`src/rtl/cajero_pkg.sv`:
```
// Shared constants for the PIN entry path: one-hot FSM encodings, BCD digit limits
// and the attempt-counter width helper.
package cajero_pkg;

  localparam int unsigned ESTADO_W = 4;
  localparam logic [ESTADO_W-1:0] ST_IDLE       = 4'b0001;
  localparam logic [ESTADO_W-1:0] ST_RECIBIENDO = 4'b0010;
  localparam logic [ESTADO_W-1:0] ST_COMPARAR   = 4'b0100;
  localparam logic [ESTADO_W-1:0] ST_BLOQUEO    = 4'b1000;

  localparam int unsigned DIGITO_W = 4;
  localparam logic [DIGITO_W-1:0] DIGITO_MAX = 4'd9;

  function automatic int unsigned intentos_w(input int unsigned max_intentos);
    return $clog2(max_intentos + 1);
  endfunction

endpackage

```
`src/rtl/pin_shift_reg.sv`:
```
// Digit collector: shifts accepted BCD digits in from the right and counts them;
// lleno_c flags the strobe that completes the PIN.
module pin_shift_reg
  import cajero_pkg::*;
#(
  parameter int unsigned PIN_DIGITS = 4
) (
  input  logic                           clk,
  input  logic                           reset,
  input  logic                           clear,
  input  logic                           shift_en,
  input  logic [DIGITO_W-1:0]            digito,
  output logic [DIGITO_W*PIN_DIGITS-1:0] datos,
  output logic                           lleno_c
);

  localparam int unsigned PIN_W = DIGITO_W * PIN_DIGITS;
  localparam int unsigned CNT_W = $clog2(PIN_DIGITS + 1);

  logic [CNT_W-1:0] cuenta;

  // Shift-based insert keeps the first-entered digit in the MS nibble for any width.
  always_ff @(posedge clk) begin
    if (reset || clear) begin
      datos  <= '0;
      cuenta <= '0;
    end else if (shift_en) begin
      datos  <= (datos << DIGITO_W) | PIN_W'(digito);
      cuenta <= cuenta + CNT_W'(1);
    end
  end

  assign lleno_c = shift_en && (cuenta == CNT_W'(PIN_DIGITS - 1));

endmodule

```
`src/rtl/pin_verifier.sv`:
```
// PIN entry and verification FSM with failed-attempt counting, warning and lockout.
// Optional inactivity timeout in RECIBIENDO is enabled by defining PIN_TIMEOUT_EN.
module pin_verifier
  import cajero_pkg::*;
#(
  parameter int unsigned PIN_DIGITS     = 4,
  parameter int unsigned MAX_INTENTOS   = 3,
  parameter int unsigned TIMEOUT_CICLOS = 1000
) (
  input  logic                                clk,
  input  logic                                reset,
  input  logic                                tarjeta_recibida,
  input  logic                                digito_stb,
  input  logic [DIGITO_W-1:0]                 digito,
  input  logic [DIGITO_W*PIN_DIGITS-1:0]      pin_correcto,
  output logic                                pin_ok,
  output logic                                pin_error,
  output logic                                advertencia,
  output logic                                bloqueo,
  output logic                                fin,
  output logic [intentos_w(MAX_INTENTOS)-1:0] intentos
);

  localparam int unsigned PIN_W = DIGITO_W * PIN_DIGITS;
  localparam int unsigned INT_W = intentos_w(MAX_INTENTOS);

  if (PIN_DIGITS < 1 || PIN_DIGITS > 8 || MAX_INTENTOS < 2 || MAX_INTENTOS > 15 ||
      TIMEOUT_CICLOS < 1) begin : g_param_check
    $error("pin_verifier: parameter out of range");
  end

  logic [ESTADO_W-1:0] state, state_d;
  logic                pin_ok_d, pin_error_d, fin_d, advertencia_d, bloqueo_d;
  logic [INT_W-1:0]    intentos_d;
  logic                fallo_c;
  logic                acepta_c, lleno_c, clear_c, timeout_c;
  logic [PIN_W-1:0]    datos;

  // Only digits strobed while the card stays present in RECIBIENDO are taken.
  assign acepta_c = (state == ST_RECIBIENDO) && tarjeta_recibida && digito_stb &&
                    (digito <= DIGITO_MAX);
  assign clear_c  = (state != ST_RECIBIENDO) || timeout_c;

  pin_shift_reg #(
    .PIN_DIGITS (PIN_DIGITS)
  ) u_shift (
    .clk      (clk),
    .reset    (reset),
    .clear    (clear_c),
    .shift_en (acepta_c),
    .digito   (digito),
    .datos    (datos),
    .lleno_c  (lleno_c)
  );

`ifdef PIN_TIMEOUT_EN
  localparam int unsigned TMR_W = $clog2(TIMEOUT_CICLOS + 1);
  logic [TMR_W-1:0] tmr;

  // Inactivity timer, reloaded on entry to RECIBIENDO, on each accepted digit and on expiry.
  always_ff @(posedge clk) begin
    if (reset || (state != ST_RECIBIENDO) || acepta_c || timeout_c) begin
      tmr <= '0;
    end else begin
      tmr <= tmr + TMR_W'(1);
    end
  end

  assign timeout_c = (state == ST_RECIBIENDO) && tarjeta_recibida && !acepta_c &&
                     (tmr == TMR_W'(TIMEOUT_CICLOS - 1));
`else
  assign timeout_c = 1'b0;
`endif

  always_ff @(posedge clk) begin
    if (reset) begin
      state       <= ST_IDLE;
      pin_ok      <= 1'b0;
      pin_error   <= 1'b0;
      fin         <= 1'b0;
      advertencia <= 1'b0;
      bloqueo     <= 1'b0;
      intentos    <= '0;
    end else begin
      state       <= state_d;
      pin_ok      <= pin_ok_d;
      pin_error   <= pin_error_d;
      fin         <= fin_d;
      advertencia <= advertencia_d;
      bloqueo     <= bloqueo_d;
      intentos    <= intentos_d;
    end
  end

  always_comb begin
    state_d       = ST_IDLE;
    pin_ok_d      = 1'b0;
    pin_error_d   = 1'b0;
    fin_d         = 1'b0;
    advertencia_d = advertencia;
    bloqueo_d     = bloqueo;
    intentos_d    = intentos;
    fallo_c       = 1'b0;

    case (state)
      ST_IDLE: begin
        state_d = tarjeta_recibida ? ST_RECIBIENDO : ST_IDLE;
      end
      ST_RECIBIENDO: begin
        if (!tarjeta_recibida) begin
          state_d = ST_IDLE;
        end else if (lleno_c) begin
          state_d = ST_COMPARAR;
        end else if (timeout_c) begin
          fallo_c = 1'b1;
        end else begin
          state_d = ST_RECIBIENDO;
        end
      end
      ST_COMPARAR: begin
        if (datos == pin_correcto) begin
          pin_ok_d      = 1'b1;
          fin_d         = 1'b1;
          intentos_d    = '0;
          advertencia_d = 1'b0;
          state_d       = ST_IDLE;
        end else begin
          fallo_c = 1'b1;
        end
      end
      ST_BLOQUEO: begin
        state_d   = ST_BLOQUEO;
        bloqueo_d = 1'b1;
      end
      default: state_d = ST_IDLE;
    endcase

    // Shared failed-attempt handling for a mismatch or an expired timer.
    if (fallo_c) begin
      pin_error_d = 1'b1;
      intentos_d  = intentos + INT_W'(1);
      if (intentos_d == INT_W'(MAX_INTENTOS)) begin
        bloqueo_d     = 1'b1;
        fin_d         = 1'b1;
        advertencia_d = 1'b0;
        state_d       = ST_BLOQUEO;
      end else begin
        advertencia_d = (intentos_d == INT_W'(MAX_INTENTOS - 1));
        state_d       = ST_RECIBIENDO;
      end
    end
  end

endmodule

```
`config.mk`:
```
export PLATFORM = sky130hd
export DESIGN_NAME = pin_verifier
export DESIGN_NICKNAME = d
export VERILOG_FILES = /design/src/rtl/cajero_pkg.sv /design/src/rtl/pin_shift_reg.sv /design/src/rtl/pin_verifier.sv
export SDC_FILE = /design/constraint.sdc
export NUM_CORES = 1
export LEC_CHECK = 0
export CORE_MARGIN = 2
export CORE_UTILIZATION = 49
export CTS_CLUSTER_SIZE = 16
export DETAILED_ROUTE_END_ITERATION = 16
export GPL_TIMING_DRIVEN = 0
export HOLD_SLACK_MARGIN = 0.15
export PLACE_DENSITY = 0.81
export SYNTH_ARGS = -nofsm -noshare
export SYNTH_HDL_FRONTEND = slang
export SYNTH_SLANG_ARGS = --single-unit
```
`constraint.sdc`:
```
create_clock -name clk -period 1.54 [get_ports clk]
set_input_delay 0.385 -clock clk [delete_from_list [all_inputs] [get_ports clk]]
set_output_delay 0.385 -clock clk [all_outputs]
set_load 0.1 [all_outputs]
```
* Word level (Yosys, flattened, before mapping)
Index checks and enable logic that the tools add are counted.
** Cells by class
- $lt $le $gt $ge :: 1
- Reduce and logical (&&, ||, !) cells :: 8
- Equality and inequality tests :: 9
- Multiplexer cells :: 23
- Add/subtract/negate cells :: 2
- Bitwise gates (word level) :: 1
** Operator list (number)
- equality test 16 bit :: 1
- bitwise OR 16 x 4 -> 16 bit :: 1
- 2-to-1 mux 1 bit :: 14
- case mux 4 bit (3 select lines) :: 1
- 2-to-1 mux 2 bit :: 4
- 2-to-1 mux 4 bit :: 2
- 2-to-1 mux 3 bit :: 2
- equality test 2 bit (second input constant) :: 2
- equality test 4 x 1 -> 1 bit (second input constant) :: 1
- equality test 4 x 2 -> 1 bit (second input constant) :: 1
- equality test 4 x 3 -> 1 bit (second input constant) :: 1
- equality test 4 bit (second input constant) :: 1
- <= comparator 4 bit (second input constant) :: 1
- logical AND 1 bit :: 4
- != test 4 x 2 -> 1 bit (second input constant) :: 1
- nonzero test 2 bit :: 2
- adder 3 x 1 -> 3 bit (second input constant) :: 1
- equality test 3 x 2 -> 1 bit (second input constant) :: 1
- adder 2 x 1 -> 2 bit (second input constant) :: 1
- AND reduction 2 bit :: 1
- logical OR 1 bit :: 1
** Word-level totals
- Output and inout port bits :: 7
- Bits in registers :: 30
- Input port bits :: 24

* Logic depth before layout (Yosys ltp)
- Depth in word-level cells :: 9
- Gate-level depth with buffers :: 6

* Modules after synthesis
From an unflattened synthesis, not the netlist that was laid out.
** Second synthesis, totals
- Cell total of the unflattened synthesis :: 137
- Area total of the unflattened synthesis :: 1387.6 µm²
** Modules (own cells, without submodules)
- pin_shift_reg :: area an instance 725.7 µm², instances 1, seq. area each 380.4 µm², cells an instance 66
- pin_verifier :: area an instance 661.9 µm², instances 1, seq. area each 220.2 µm², cells an instance 71

* Least setup slack after synthesis
Ideal clock, no wire load.
- Path kind :: reg2reg
- Start point :: register intentos[0]
- End point :: register intentos[1]
- Stages on the path, launching flop included :: 4
- Arrival time :: 1595 ps
- Library setup time :: 87 ps
- Setup slack :: -142 ps
- Data required time :: 1453 ps
- Path through :: dfxtp_1 inv_1 ha_1 o31ai_1
** On the way
- Word-level cells in the longest chain between the ends :: 2
** RTL lines
- start: declaration :: line pin_verifier.sv:21 : output logic [intentos_w(MAX_INTENTOS)-1:0] intentos
- start signal: assignment :: line pin_verifier.sv:91 : intentos <= intentos_d;
- adder 2 x 1 -> 2 bit :: line pin_verifier.sv:141 : intentos_d = intentos + INT_W'(1);
- 2-to-1 mux 2 bit :: line pin_verifier.sv:139 : if (fallo_c) begin
Every way passes these cells.
A chain may end at the register's enable or synchronous reset.

* Final worst setup path
- Start point :: register bloqueo
- End point :: output bloqueo
** RTL lines
- start: declaration :: line pin_verifier.sv:19 : output logic bloqueo,
- start signal: assignment :: line pin_verifier.sv:90 : bloqueo <= bloqueo_d;
No word-level cell between the ends.

==> flow_summary.toml <==
[placed_design]
place.port_buffers = 30
dp.cells = 199
routabilityCongestion = 0.909
place_hpwl_um = 2010

[routing]
drc = 0
dr.pass1.iters = 5
ant_nets = 0
detail_route.iter0.violations = 22
wl_um = 2750
viasPerCell = 5.26
avgRoutedWirePerCell_um = 13.1
route.vias.total = 1099

[setup_path]
crit_type = "flop to primary output"
crit_family = "buffers and inverters"
critical_path_required_ps = 1150
crit_arrival_ps = 1120
slowest_delay_ps = 430
crit_path_cell_trace = "buf_2"
path_buf_inv = 1
critPathMaxFanout = 2
cpMaxStageDelayCell = "buf_2"
start_kind = "flop"
end_kind = "primary output"

[clocking]
cts_inserted_buffers = 5
htree_levels = 2
clk_latency_ps = 330
clock_tree.root_cell = "clkbuf_4"
path_clk_slew_ps = 100
cts_tree = "done"
hold_buffers = 0
ctsLongestPathBuffers = 2
clock-sinks = 30

[power]
ir_drop_mv = 0.627
p_leak_nw = 0.844
p_per_area_nw_per_um2 = 776

[timing]
clock-skew-final_ps = 13.5
slew_viol_final = 0
timing.setup.tns_ps = 0
max_slew_margin_pct = 67.9
hold_viol = 0
finalCritPeriodShare_pct = 97.7
finalCriticalPeriod_ps = 1500
fmax_mhz = 665
rsz0062_at_grt = "yes"
tightest_slew_ps = 485
finalSetupViolCount = 0

[logic_synthesis]
async_flop_share_pct = 0
synth_area_per_cell_um2 = 9.80
yosysTopAreaCell = "dfxtp_1"
synth_area_leaders = "dfxtp_1 (44%), mux2i_1 (13%), xnor2_1 (10%)"
ys_ff_latch = 30
yosys_warnings = 0
synthFlopType = "dfxtp_1"
synthCells = 138
synth_nets = 166
synth.top_cell.area_share_pct = 44.4
ys_types = 29
ys_seq_area_share_pct = 44.4
syn_area_um2 = 1350
synth_edf_count = 0

[floorplan]
initial_core_util_pct = 50.3
fp.dieW_um = 56.5
die_h_um = 56.5
ioPinCount = 31
fp-row-count = 19
dieArea_um2 = 3200
core_area_um2 = 2690

[global_routing]
grt_max_degree = 11
grt_usage_pct = 18.2
grt_pass1_wl_um = 4380
antenna_found_initial = 0
grt_overflow = 0
first_global_vias = 974

[finish]
fin_cells = 209
layout_commonest_cell = "dfxtp_1"
layout.nets = 205
mostFrequentLayoutCells = "dfxtp_1 (27), nor2_1 (21), mux2i_1 (17)"
insertedDiodeCount = 0
area_delta_synth_final_pct = 33.9
drive_above_1_share_pct = 17.4

[worst_hold_path]
hold_path_class = "flop to flop"

[run]
maxCapViolations = 0

[outcome]
outcome = "complete, no violations"
metal layers:
layer | track usage, % | vias to the layer above | wire length, µm | share of wire [%]
met4 | 7.14 | 0 | 39 | 1.4
met2 | 28.2 | 33 | 1400 | 51
met1 | 22.3 | 513 | 1150 | 42
met3 | 7.60 | 6 | 151 | 5.5
li1 | - | 547 | - | -
met5 | 0 | - | 0 | 0
flip-flops by register name, summed over array words and instances, names as in the netlist:
register,flops
advertencia,1
bloqueo,1
fin,1
intentos,2
pin_error,1
pin_ok,1
state,4
u_shift.cuenta,3
u_shift.datos,16
cells in the mapped netlist (2+ instances only):
cell type  count
nand2_1        7
dfxtp_1       30
nor2_1        22
ha_1           4
nand4_1        5
o31ai_1        2
inv_1          6
o21ai_0        3
a21oi_1        3
mux2i_1       17
buf_2          3
xor2_1         2
xnor2_1       16
nand3_1        2
nor4b_2        2
final timing paths:
| check | start | end | slack, ps | depth (start not counted) |
|---|---|---|---|---|
| setup / recovery | bloqueo | bloqueo | 40 | 1 |
| hold / removal | u_shift.cuenta[2] | u_shift.cuenta[2] | 460 | 2 |
| setup reg to reg | state[0] | u_shift.datos[12] | 100 | 6 |
| hold reg to reg | u_shift.cuenta[2] | u_shift.cuenta[2] | 460 | 2 |
report_power, final:
part,internal [mW],leakage (nW),total (mW),switching [mW]
registers,0.779,0.243,0.783,0.00426
logic,0.0757,0.567,0.121,0.0453
clock network,0.219,0.0343,0.500,0.281
total,1.07,0.844,1.40,0.331
cells by family after synthesis:
group,synth area share (%)
AND/OR/NAND/NOR,17.8
flip-flops,44.4
XOR/XNOR,11.7
multiplexers,12.6
AO/OA/AOI/OAI,6.85
buffers and inverters,3.05
adder cells (fa/ha/maj),3.70
stage by stage:
stage	total power, mW	hold slack (ps)	cell area, µm²	utilization (%)	setup WS [ps]
after floorplan	0.846	436	1360	-	163
after global placement	0.917	435	1690	63.1	-544
after detailed placement	0.919	445	1690	63.1	-561
after CTS	1.41	462	1750	65.1	6.19
after global routing	1.46	477	1810	67.4	-7.15
final	1.40	460	1810	67.4	35.9
area by class of cell:
type	instances	area [µm²]
fill	204	876
multi-input combinational	98	737
sequential	30	604
timing repair buffer	32	319
clock buffer	6	51.3
tap	31	38.8
buffer	4	25.0
inverter	6	22.5
clock inverter	2	12.5
worst min-delay path: stages, from the launching register on:
cell and delay, ps:
dfxtp_1 320, nand2_1 50, a21oi_1 50
what timing repair did:
action                                  CTS  global route
setup buffers                             1             0
endpoints found under the setup margin   31            30
gates resized for setup                  42            21
hold endpoints to repair                  0             0
pin swaps                                 2            14
cloned                                    0             1
(Power assumes the default switching activity.)
==> RTL change (same flow settings) <==
The output `fin` loses its register stage (`fin` becomes a continuous assignment).
--- a/src/rtl/pin_verifier.sv
+++ b/src/rtl/pin_verifier.sv
@@ -79,3 +79,2 @@
       pin_error   <= 1'b0;
-      fin         <= 1'b0;
       advertencia <= 1'b0;
@@ -87,3 +86,2 @@
       pin_error   <= pin_error_d;
-      fin         <= fin_d;
       advertencia <= advertencia_d;
@@ -93,2 +91,4 @@
   end
+
+  assign fin = fin_d;
 
Function: changed (Yosys sat finds a counterexample within 10 cycles, from zero or initial values and one cycle with reset high).
==> RTL change against the original RTL <==
- the flow now finishes with violations (negative setup slack)
- area after synthesis increased by 1.0%
- synthesized cell count increased by 0.72%
- utilization increased by 0.38 points
- clock skew decreased by 0.0080 ns
- maximum frequency decreased by 28%
- sequential share of layout area decreased by 0.82 points
- worst setup slack got worse by 0.60 ns
- final area increased by 1.5%
- die area increased by 0.94%
- total power decreased by 0.38%
- critical path depth increased by 5
- sequential power decreased by 3.4%
- routed wire length increased by 4.9%
- sequential cell count decreased by 1
- highest routed layer unchanged
==> RTL change: results (changes against the original RTL) <==
{| class="wikitable"
! Metric !! Value
|-
| Run status || complete, but fails checks (was finished clean)
|-
| Violated checks || negative setup slack
|-
| Number of sinks handled by clock tree synthesis || 29 (was 30)
|-
| Sequential cell area share || 32.6% (was 33.4%)
|-
| Total Neg Setup Slack || -0.597 ns (was 0 ns)
|-
| Global-route usage over all layers || 19.8% (was 18.2%)
|-
| Post-cts gate resize count || 66 (was 42)
|-
| CLK BUF || 7 (was 6)
|-
| Net Count, Synth || 167 (was 166)
|-
| Reg2reg start || u_shift.datos[0]$_SDFFE_PP0P_ (was state[0]$_SDFF_PP1_)
|-
| # fillers || 237 (was 204)
|-
| Maximum resistive drop on vdd || 615 uV (was 627 uV)
|-
| Post-DP HPWL || 2160 um (was 2010 um)
|-
| Dominant cells by area after synthesis || sky130_fd_sc_hd__dfxtp_1 42%, sky130_fd_sc_hd__mux2i_1 12%, sky130_fd_sc_hd__xnor2_1 10%, sky130_fd_sc_hd__nor2_1 5.5%, sky130_fd_sc_hd__ha_1 3.7% (was sky130_fd_sc_hd__dfxtp_1 44%, sky130_fd_sc_hd__mux2i_1 13%, sky130_fd_sc_hd__xnor2_1 10%, sky130_fd_sc_hd__nor2_1 6.1%, sky130_fd_sc_hd__ha_1 3.7%)
|-
| Worst-case clock skew || 0.00555 ns (was 0.0135 ns)
|-
| Area of the multi-input gates || 805 sq um (was 737 sq um)
|-
| Multi-input gates || 99 (was 98)
|-
| Pre-Repair DR Iteration Count || 4 (was 5)
|-
| Arr. time, crit path || 1.71 ns (was 1.12 ns)
|-
| DR WL/cell || 13.8 um (was 13.1 um)
|-
| DRT met1 WL || 1180 um (was 1150 um)
|-
| Capture instance of the worst register-to-register path || pin_ok$_SDFF_PP0_ (was u_shift.datos[12]$_SDFFE_PP0P_)
|-
| Routed met2 length || 1490 um (was 1400 um)
|-
| Final setup violation count || 3 (was 0)
|-
| Setup slack after layout || -0.559 ns (was 0.0359 ns)
|-
| Leakage power figure || 0.781 nW (was 0.844 nW)
|-
| Share of the yosys chip area belonging to registers || 42.5% (was 44.4%)
|}
[RTL change: logic make-up (layout without fill, tap and decap cells)]
group,after synthesis,count (layout),share of synthesized area (%)
DFF,29,29,42.5
and+or+nand+nor,46,46,19.5
AOI/OAI and AO/OA,15,15,7.69
xor gates and xnor gates,17,17,10.9
muxes,17,17,12.5
adders and majority gates,4,4,3.66
buffers and inverters,11,50,3.30
[RTL change: worst max-delay path, stage by stage]
cell,delay (ns)
sky130_fd_sc_hd__dlygate4sd2_1,0.27
sky130_fd_sc_hd__xnor2_2,0.19
sky130_fd_sc_hd__nand4_1,0.18
sky130_fd_sc_hd__nor4_4,0.34
sky130_fd_sc_hd__o21ba_4,0.18
sky130_fd_sc_hd__buf_12,0.17
[RTL change: through the flow]
step	cell area (sq um)	util (%)	std cells	hold WS, ns	worst slack [ns]
3_3_place_gp	1720	63.3	200	0.444	-1.87
2_1_floorplan	1380	-	139	0.436	-0.372
5_1_grt	1840	67.8	209	0.499	-0.683
3_5_place_dp	1720	63.3	200	0.451	-1.96
4_1_cts	1780	65.7	208	0.463	-0.569
6_report	1840	67.8	209	0.463	-0.559
[RTL change: how the worst max path moves through the flow]
stage               endpoint  cells past startpoint  slack (ns)                          start
finish                   fin                      6       -0.56                pin_correcto[0]
CTS                      fin                      5       -0.57  u_shift.datos[8]$_SDFFE_PP0P_
floorplan                fin                      4       -0.37               pin_correcto[10]
global placement         fin                      6       -1.87                pin_correcto[0]
detailed placement       fin                      6       -1.96                pin_correcto[0]
global route             fin                      5       -0.68  u_shift.datos[0]$_SDFFE_PP0P_
[RTL change: metal layers]
metal	vias up	track usage [%]
li1	567	-
met1	535	20.7
met2	35	35.4
met3	7	7.14
met4	0	8.31
met5	-	0
